--- src/rtl/adder_pkg.sv ---
// Shared definitions for the pipelined adder/subtractor: default geometry,
// operating-mode encoding, per-stage control struct and the full-adder cell.
package adder_pkg;

    localparam int DEFAULT_WIDTH  = 32;
    localparam int DEFAULT_STAGES = 4;

    typedef enum logic {
        MODE_ADD = 1'b0,
        MODE_SUB = 1'b1
    } mode_e;

    // Control part of a stage register; data widths vary per stage so they
    // live beside it in the pipeline itself.
    typedef struct packed {
        logic valid;
        logic carry;
    } stage_ctrl_t;

    function automatic logic stage0_carry(input mode_e mode, input logic c_in);
        logic carry;
        case (mode)
            MODE_ADD: carry = c_in;
            MODE_SUB: carry = 1'b1;
            default:  carry = c_in;
        endcase
        return carry;
    endfunction

    // Returns {carry_out, sum_bit}.
    function automatic logic [1:0] full_add(input logic x, input logic y, input logic ci);
        logic [1:0] r;
        r[0] = x ^ y ^ ci;
        r[1] = (x & y) | (ci & (x ^ y));
        return r;
    endfunction

endpackage

--- src/rtl/adder_slice.sv ---
// Combinational ripple-carry slice built from full-adder cells; one per
// pipeline stage.
module adder_slice
    import adder_pkg::*;
#(
    parameter int WIDTH = 8
) (
    input  logic [WIDTH-1:0] a,
    input  logic [WIDTH-1:0] b,
    input  logic             c_in,
    output logic [WIDTH-1:0] sum,
    output logic             c_out
);

    logic carry_s;

    // ripple the carry through the cells, LSB first
    always_comb begin
        carry_s = c_in;
        sum     = {WIDTH{1'b0}};
        for (int i = 0; i < WIDTH; i++) begin
            {carry_s, sum[i]} = full_add(a[i], b[i], carry_s);
        end
        c_out = carry_s;
    end

endmodule

--- src/rtl/pipe_adder.sv ---
// Pipelined ripple-carry adder/subtractor, one CHUNK-bit slice per stage.
// Define PIPE_ADDER_FLAGS_EN to build the registered overflow/zero flags.
module pipe_adder
    import adder_pkg::*;
#(
    parameter int WIDTH  = DEFAULT_WIDTH,
    parameter int STAGES = DEFAULT_STAGES
) (
    input  logic             clock,
    input  logic             clear,
    input  logic             in_valid,
    output logic             in_ready,
    input  logic [WIDTH-1:0] a,
    input  logic [WIDTH-1:0] b,
    input  logic             c_in,
    input  logic             sub,
    output logic             out_valid,
    input  logic             out_ready,
    output logic [WIDTH-1:0] sum,
    output logic             c_out,
    output logic             overflow,
    output logic             zero
);

    localparam int CHUNK = WIDTH / STAGES;

    logic             adv_s;
    logic [WIDTH-1:0] b_cap_s;
    logic             carry0_s;

    logic             out_valid_q, out_valid_d;
    logic [WIDTH-1:0] sum_q, sum_d;
    logic             c_out_q, c_out_d;

    // global advance: the whole pipe moves unless a result is waiting unread
    always_comb begin
        adv_s = !out_valid_q || out_ready;
    end

    // operand conditioning at capture
    always_comb begin
        carry0_s = stage0_carry(mode_e'(sub), c_in);
        if (mode_e'(sub) == MODE_SUB) begin
            b_cap_s = ~b;
        end else begin
            b_cap_s = b;
        end
    end

    assign in_ready  = adv_s;
    assign out_valid = out_valid_q;
    assign sum       = sum_q;
    assign c_out     = c_out_q;

    for (genvar k = 0; k < STAGES; k++) begin : g_stage
        localparam int LO   = k * CHUNK;
        localparam int DONE = LO + CHUNK;
        localparam int REM  = WIDTH - DONE;

        logic [WIDTH-LO-1:0] a_in_s;
        logic [WIDTH-LO-1:0] b_in_s;
        stage_ctrl_t         ctrl_in_s;
        logic [CHUNK-1:0]    slice_sum_s;
        logic                slice_cout_s;
        logic [DONE-1:0]     done_sum_s;

        adder_slice #(.WIDTH(CHUNK)) u_slice (
            .a     (a_in_s[CHUNK-1:0]),
            .b     (b_in_s[CHUNK-1:0]),
            .c_in  (ctrl_in_s.carry),
            .sum   (slice_sum_s),
            .c_out (slice_cout_s)
        );

        if (k == 0) begin : g_first
            assign a_in_s     = a;
            assign b_in_s     = b_cap_s;
            assign ctrl_in_s  = '{valid: in_valid, carry: carry0_s};
            assign done_sum_s = slice_sum_s;
        end else begin : g_next
            assign a_in_s     = g_stage[k-1].g_mid.a_q;
            assign b_in_s     = g_stage[k-1].g_mid.b_q;
            assign ctrl_in_s  = g_stage[k-1].g_mid.ctrl_q;
            assign done_sum_s = {slice_sum_s, g_stage[k-1].g_mid.sum_q};
        end

        if (k < STAGES - 1) begin : g_mid
            // Only the not-yet-added upper operand bits travel forward.
            stage_ctrl_t     ctrl_q, ctrl_d;
            logic [DONE-1:0] sum_q, sum_d;
            logic [REM-1:0]  a_q, a_d;
            logic [REM-1:0]  b_q, b_d;

            // next state of an intermediate stage register
            always_comb begin
                if (adv_s) begin
                    ctrl_d.valid = ctrl_in_s.valid;
                    ctrl_d.carry = slice_cout_s;
                    sum_d        = done_sum_s;
                    a_d          = a_in_s[WIDTH-LO-1:CHUNK];
                    b_d          = b_in_s[WIDTH-LO-1:CHUNK];
                end else begin
                    ctrl_d = ctrl_q;
                    sum_d  = sum_q;
                    a_d    = a_q;
                    b_d    = b_q;
                end
            end

            // intermediate stage register
            always_ff @(posedge clock or posedge clear) begin
                if (clear) begin
                    ctrl_q <= stage_ctrl_t'(2'b00);
                    sum_q  <= {DONE{1'b0}};
                    a_q    <= {REM{1'b0}};
                    b_q    <= {REM{1'b0}};
                end else begin
                    ctrl_q <= ctrl_d;
                    sum_q  <= sum_d;
                    a_q    <= a_d;
                    b_q    <= b_d;
                end
            end
        end else begin : g_last
            // next state of the result register
            always_comb begin
                if (adv_s) begin
                    out_valid_d = ctrl_in_s.valid;
                    sum_d       = done_sum_s;
                    c_out_d     = slice_cout_s;
                end else begin
                    out_valid_d = out_valid_q;
                    sum_d       = sum_q;
                    c_out_d     = c_out_q;
                end
            end

            // result register
            always_ff @(posedge clock or posedge clear) begin
                if (clear) begin
                    out_valid_q <= 1'b0;
                    sum_q       <= {WIDTH{1'b0}};
                    c_out_q     <= 1'b0;
                end else begin
                    out_valid_q <= out_valid_d;
                    sum_q       <= sum_d;
                    c_out_q     <= c_out_d;
                end
            end

`ifdef PIPE_ADDER_FLAGS_EN
            logic overflow_q, overflow_d;
            logic zero_q, zero_d;

            // flags use the MSB slice inputs, so b is already inverted for subtract
            always_comb begin
                if (adv_s) begin
                    overflow_d = (a_in_s[CHUNK-1] == b_in_s[CHUNK-1]) &&
                                 (slice_sum_s[CHUNK-1] != a_in_s[CHUNK-1]);
                    zero_d     = (done_sum_s == {WIDTH{1'b0}});
                end else begin
                    overflow_d = overflow_q;
                    zero_d     = zero_q;
                end
            end

            // flag registers, aligned with sum
            always_ff @(posedge clock or posedge clear) begin
                if (clear) begin
                    overflow_q <= 1'b0;
                    zero_q     <= 1'b0;
                end else begin
                    overflow_q <= overflow_d;
                    zero_q     <= zero_d;
                end
            end

            assign overflow = overflow_q;
            assign zero     = zero_q;
`else
            assign overflow = 1'b0;
            assign zero     = 1'b0;
`endif
        end
    end

endmodule

--- config.mk ---
export PLATFORM = sky130hd
export DESIGN_NAME = pipe_adder
export DESIGN_NICKNAME = d
export VERILOG_FILES = /design/src/rtl/adder_pkg.sv /design/src/rtl/adder_slice.sv /design/src/rtl/pipe_adder.sv
export SDC_FILE = /design/constraint.sdc
export NUM_CORES = 1
export LEC_CHECK = 0
export ABC_CLOCK_PERIOD_IN_PS = 7000
export BUFFER_PORTS_ARGS = -buffer_cell sky130_fd_sc_hd__buf_2
export CORE_ASPECT_RATIO = 1.4
export CORE_MARGIN = 5
export CORE_UTILIZATION = 23
export CTS_BUF_LIST = sky130_fd_sc_hd__clkbuf_4 sky130_fd_sc_hd__clkbuf_8 sky130_fd_sc_hd__clkbuf_16
export DETAILED_ROUTE_END_ITERATION = 8
export PLACE_DENSITY = 0.4
export RECOVER_POWER = 25
export SLEW_MARGIN = 15
export SYNTH_ARGS = -nofsm -noshare
export SYNTH_HDL_FRONTEND = slang
export SYNTH_SLANG_ARGS = --single-unit
--- constraint.sdc ---
create_clock -name clock -period 7 [get_ports clock]
set_input_delay 1.4 -clock clock [delete_from_list [all_inputs] [get_ports clock]]
set_output_delay 1.4 -clock clock [all_outputs]
set_load 0.02 [all_outputs]
==> results.tsv, run 1 <==
metric	value	unit
grt_start_max_net_pins	119	
fmax	190	MHz
drive_gt1_share	49.5	%
ys.flop_type	dfrtp_1	
drtPass1Iterations	4	
drtIter0Drc	143	
drc	0	
reg2reg_slack	3.16	ns
ys_ff_latch	184	
critical_path_class	in2reg	
power_leakage	4.74	nW
cts.path.max_buffers	2	
cp-endpoint	g_stage[0].g_mid.sum_q[7]	
worstMarginPinSlew	0.920	ns
cp_num_buf_inv	4	
yosys_warnings	0	
die_h	238	µm
ios	107	
cp_top_family	adder cells	
tns	0	ns
grt_pass1_wl	27300	µm
initial_utilization	23.3	%
drv_slew	0	
synth.avg_cell_area	16.7	µm²
cts_resized	0	
antenna_found_initial	0	
startpoint	sub	
place.gp.congestion	0.717	
period_share	75.4	%
synthArstFlopShare	100	%
track_usage	8.47	%
cts_setup_buffers	0	
setup_viol	0	
drt-wirelength-per-cell	15.3	µm
total_power	4.59	mW
min_path_type	reg2reg	
cap_violations	0	
r2r_start	g_stage[2].g_mid.a_q[0]	
rsz0062_at_grt	no	
yosysSeqAreaShare	54.0	%
holdBufCountCts	0	
end_kind	register	
path_max_fanout	16	
outcome	finished, final reports clean	
viasPerCell	3.78	
hpwl	11400	µm
via_count	4130	
relSlewSlack	38.7	%
grt_pass1_vias	4698	
dieArea	41100	µm²
final_cell_area	10000	µm²
crit_top_cell	fa_1	
clk_pin_slew	0.07	ns
synth_cell_types	18	
nNetsFinal	713	
synth-edff-count	0	
finalHoldViolations	0	
cts.sinks	184	
hold_depth	1	
cts_root_buffer	clkbuf_16	
power_density	457	nW/µm²
ir_drop	0.156	mV
synth_area_leader_cell	dfrtp_1	
cts_buffers	17	
post-route-min-period	5.27	ns
cp.depth	14	
netlist_area	8520	µm²
crit_path_start_kind	input pin	
synth_cells	510	
worstPathRequired	7.31	ns
grt-ovfl-total	0	
crit_path_max_incr_delay	0.45	ns
worst_r2r_endpoint	sum[31]	
rows	83	
netlist.area_leader.share	54.0	%
synth_area_leaders	dfrtp_1 54%, mux2_4 23%, fa_1 7.5%, mux2_2 4.8%, xor2_1 2.5%	
synth_common_cells	184 x dfrtp_1, 130 x mux2_4, 36 x mux2_2, 32 x fa_1, 31 x inv_1	
synthToLayoutAreaGrowth	17.8	%
wirelength	16700	µm
yosysMostFrequentCell	dfrtp_1	
port_buffers	104	
fin_util	27.4	%
ant_nets	0	
crit_slowest_cell	fa_1	
clock_latency	0.44	ns
finalClockSkew	0.00969	ns
dpl_cell_area	9400	µm²
cp_data_arrival_time	5.59	ns
cts_tree	yes	
die_x	173	µm
r2r_cells	12	
path_cells	buf_2 -> xnor2_1 -> fa_1 -> inv_1 -> fa_1 -> inv_1 -> fa_1 -> fa_1 -> fa_1 -> fa_1 -> fa_1 -> inv_1 -> fa_1 -> mux2_4	
nFillCells	3745	
coreArea	36700	µm²
htree_levels	4	
[cell families after synthesis]
group / synth area share [%]
compound gates: 0.881
xor+xnor: 3.29
fa+ha+maj: 7.51
buf+inv: 4.86
flops: 54.0
mux: 27.9
other cells: 0.0440
simple gates: 1.51
[registers in the layout (all words and copies together), names as in the netlist]
signal / count
c_out: 1
g_stage.g_mid.a_q: 48
g_stage.g_mid.b_q: 48
g_stage.g_mid.ctrl_q: 6
g_stage.g_mid.sum_q: 48
out_valid: 1
sum: 32
[worst register-to-register path: stages (launching register included)]
cell,delay [ns]
dfrtp_1,0.41
fa_1,0.42
inv_1,0.08
fa_1,0.17
inv_1,0.05
fa_1,0.41
fa_1,0.40
fa_1,0.42
fa_1,0.42
fa_1,0.38
inv_1,0.08
fa_1,0.40
a21oi_1,0.13
[power breakdown]
group          total [mW]  switching (mW)  leakage (nW)  internal [mW]
registers            1.84           0.290          2.13           1.55
logic                1.70           0.690          2.30           1.01
clock network        1.05           0.421         0.309          0.630
total                4.59            1.40          4.74           3.18
[how the worst min path moves through the flow]
stage                endpoint  slack (ns)                        from
floorplan           out_valid        0.43  g_stage[2].g_mid.ctrl_q[1]
global placement    out_valid        0.46  g_stage[2].g_mid.ctrl_q[1]
detailed placement  out_valid        0.47  g_stage[2].g_mid.ctrl_q[1]
CTS                 out_valid        0.50  g_stage[2].g_mid.ctrl_q[1]
global route        out_valid        0.51  g_stage[2].g_mid.ctrl_q[1]
finish              out_valid        0.50  g_stage[2].g_mid.ctrl_q[1]
[area by class of cell]
cell class,count,area [µm²],area share (%)
timing repair buffer,110,564,5.62
sequential,184,4600,45.9
antenna,1,2.50,0.0249
tap,467,584,5.82
clock inverter,11,170,1.69
clock buffer,21,474,4.72
inverter,31,124,1.23
multi-input combinational,267,3520,35.0
[metal layers]
layer / global-route usage [%] / routed length (µm) / vias up
li1: - / - / 1908
met1: 10.8 / 7640 / 2142
met2: 13.4 / 8190 / 67
met3: 2.45 / 565 / 13
met4: 3.65 / 317 / 0
met5: 0 / 0 / -
[per-stage QoR]
step,worst slack (ns),hold slack [ns],instances
floorplan,0.600,0.435,511
global placement,1.24,0.463,1059
detailed placement,1.17,0.474,1059
CTS,1.66,0.499,1091
global route,1.47,0.508,1091
finish,1.73,0.497,1092
[placed cells by master (no fill, tap or decap), types with 8 or more instances in the layout]
| cell type | count |
|---|---|
| nor3b_1 | 15 |
| mux2_4 | 130 |
| clkbuf_16 | 17 |
| buf_2 | 103 |
| xor2_1 | 24 |
| inv_1 | 30 |
| dfrtp_1 | 184 |
| mux2_2 | 36 |
| a21oi_1 | 15 |
| fa_1 | 32 |
| xnor2_1 | 8 |
No activity file was read; power rests on OpenSTA's default activity.
==> inputs of run 2 (changes only) <==
- ABC_CLOCK_PERIOD_IN_PS: 7000 -> 4420
- PLACE_DENSITY: 0.4 -> 0.41
- clock period: 7 -> 4.42 ns (I/O delays scaled with it)
==> results.tsv, run 2 (synthesized netlist as in run 1, its figures left out) <==
metric	value	unit	change
outcome	complete, but fails checks		
violations	capacitance limit, slew limit		
die_x	173	µm	unchanged
nFillCells	3730		-0.40%
intPower	4.95	mW	+56%
port_buffers	104		unchanged
period_share	93.9	%	
coreArea	36700	µm²	unchanged
path_cells	buf_2 -> xnor2_1 -> fa_1 -> inv_1 -> fa_1 -> inv_1 -> fa_2 -> fa_2 -> fa_2 -> fa_2 -> fa_1 -> inv_1 -> fa_1 -> mux2_4		
viasPerCell	3.80		+0.53%
place.gp.congestion	0.724		+0.96%
antenna_found_initial	0		unchanged
rows	83		unchanged
clk_pin_slew	0.07	ns	about the same
nNetsFinal	714		+0.14%
post-route-min-period	4.15	ns	
cts.sinks	184		unchanged
p_clk_share	21.9	%	-1.0 points
setup_viol	0		unchanged
reg_top3	g_stage.g_mid.a_q x48, g_stage.g_mid.b_q x48, g_stage.g_mid.sum_q x48		
cp_num_buf_inv	4		unchanged
grt_start_max_net_pins	114		-4.2%
initial_utilization	23.3	%	unchanged
wirelength	16500	µm	-1.3%
drtIter0Drc	117		-18%
crit_slowest_cell	fa_1		
cts_resized	0		unchanged
relSlewSlack	-59.7	%	-98 points
power_density	715	nW/µm²	+57%
ir_drop	0.249	mV	+60%
cp_top_family	adder cells		
total_power	7.18	mW	+56%
seqPwrFrac	40.6	%	+0.5 points
instances_no_fill	1092		unchanged
finalHoldViolations	0		unchanged
dieArea	41100	µm²	unchanged
cts_tree	yes		
path_max_fanout	4		-12
ios	107		unchanged
crit_path_start_kind	input pin		
rsz0062_at_grt	no		
drive_gt1_share	50.4	%	+0.88 points
htree_levels	4		unchanged
layout_commonest_cell	dfrtp_1		
drc	0		unchanged
drtPass1Iterations	4		unchanged
cts_buffers	17		unchanged
final_cell_mix	184 x dfrtp_1, 130 x mux2_4, 104 x buf_2, 36 x mux2_2, 30 x inv_1		
p_comb_share	37.5	%	+0.5 points
worstPathRequired	4.74	ns	-2.57 ns
synthToLayoutAreaGrowth	17.7	%	
via_count	4152		+0.53%
swShare	31.0	%	+0.43 points
drv_slew	186		+186
holdBufCountCts	0		unchanged
crit_path_max_incr_delay	0.42	ns	-0.03 ns
holdWs	0.473	ns	-0.0240 ns
antenna_cells	0		-1
critical_path_class	in2reg		
die_h	238	µm	unchanged
end_kind	register		
cp_data_arrival_time	4.47	ns	-1.12 ns
post-place-cells	1060		+0.094%
p_sw	2.23	mW	+59%
clock_latency	0.44	ns	about the same
drt-wirelength-per-cell	15.1	µm	-1.3%
cts.path.max_buffers	2		unchanged
cts_setup_buffers	0		unchanged
hpwl	11100	µm	-3.1%
power_leakage	4.74	nW	about the same
finalClockSkew	0.00683	ns	-0.00286 ns
area.sequential	4600	µm²	unchanged
multi_input_area	3530	µm²	+0.28%
reg2reg_slack	0.56	ns	-2.60 ns
worstMarginPinSlew	2.40	ns	+1.48 ns
grt_pass1_wl	27400	µm	+0.18%
fmax	241	MHz	
min_path_type	reg2reg		
track_usage	8.43	%	-0.033 points
grt-ovfl-total	0		unchanged
grt_pass1_vias	4892		+4.1%
cap_violations	2		+2
ant_nets	0		unchanged
cts_root_buffer	clkbuf_16		
## run 2: cell count changes in the layout (fill, tap and decap cells not counted), moves of 3 or more
cell        before  now
inv_6            0    3
buf_4            6    3
clkinvlp_4       3    0
fa_2             0    4
fa_1            32   28
## run 2: cell type report
type                            instances  share of cell area (%)
Sequential cell                       184                    45.9
Inverter                               31                    1.17
Timing Repair Buffer                  111                    5.91
Tap cell                              467                    5.83
Clock buffer                           23                    4.88
Clock inverter                          9                    1.14
Multi-Input combinational cell        267                    35.2
## run 2: power groups by stage
stage	logic, mW	clock network, mW	registers [mW]
3_5_place_dp	2.77	0	2.96
2_1_floorplan	2.05	0	3.02
3_3_place_gp	2.71	0	2.94
6_report	2.69	1.57	2.91
5_1_grt	2.97	1.70	3.02
4_1_cts	2.78	1.65	2.93
## run 2: final timing paths
kind	startpoint	to	cells after the start
max in group asynchronous	clear	g_stage[0].g_mid.a_q[9]	3
max	sub	g_stage[0].g_mid.sum_q[7]	14
min reg2reg	g_stage[2].g_mid.ctrl_q[1]	out_valid	1
max reg2reg	g_stage[0].g_mid.a_q[0]	g_stage[1].g_mid.sum_q[15]	12
min	g_stage[2].g_mid.ctrl_q[1]	out_valid	1
min in group asynchronous	clear	g_stage[2].g_mid.sum_q[2]	3
## run 2: per-layer routing
| layer | routed length [µm] | GRT usage, % |
|---|---|---|
| met1 | 7390 | 10.4 |
| met2 | 8240 | 14.0 |
| met3 | 511 | 2.13 |
| met4 | 361 | 3.81 |
| met5 | 0 | 0 |
## run 2: metrics by stage
stage	util (%)	TNS [ns]	setup WS, ns	instance area (µm²)
3_5_place_dp	25.8	-0.216	-0.216	9460
6_report	27.4	0	0.269	10000
5_1_grt	27.4	0	0.131	10000
4_1_cts	27.4	0	0.270	10100
2_1_floorplan	-	-0.212	-0.212	8550
3_3_place_gp	25.8	-0.183	-0.183	9460
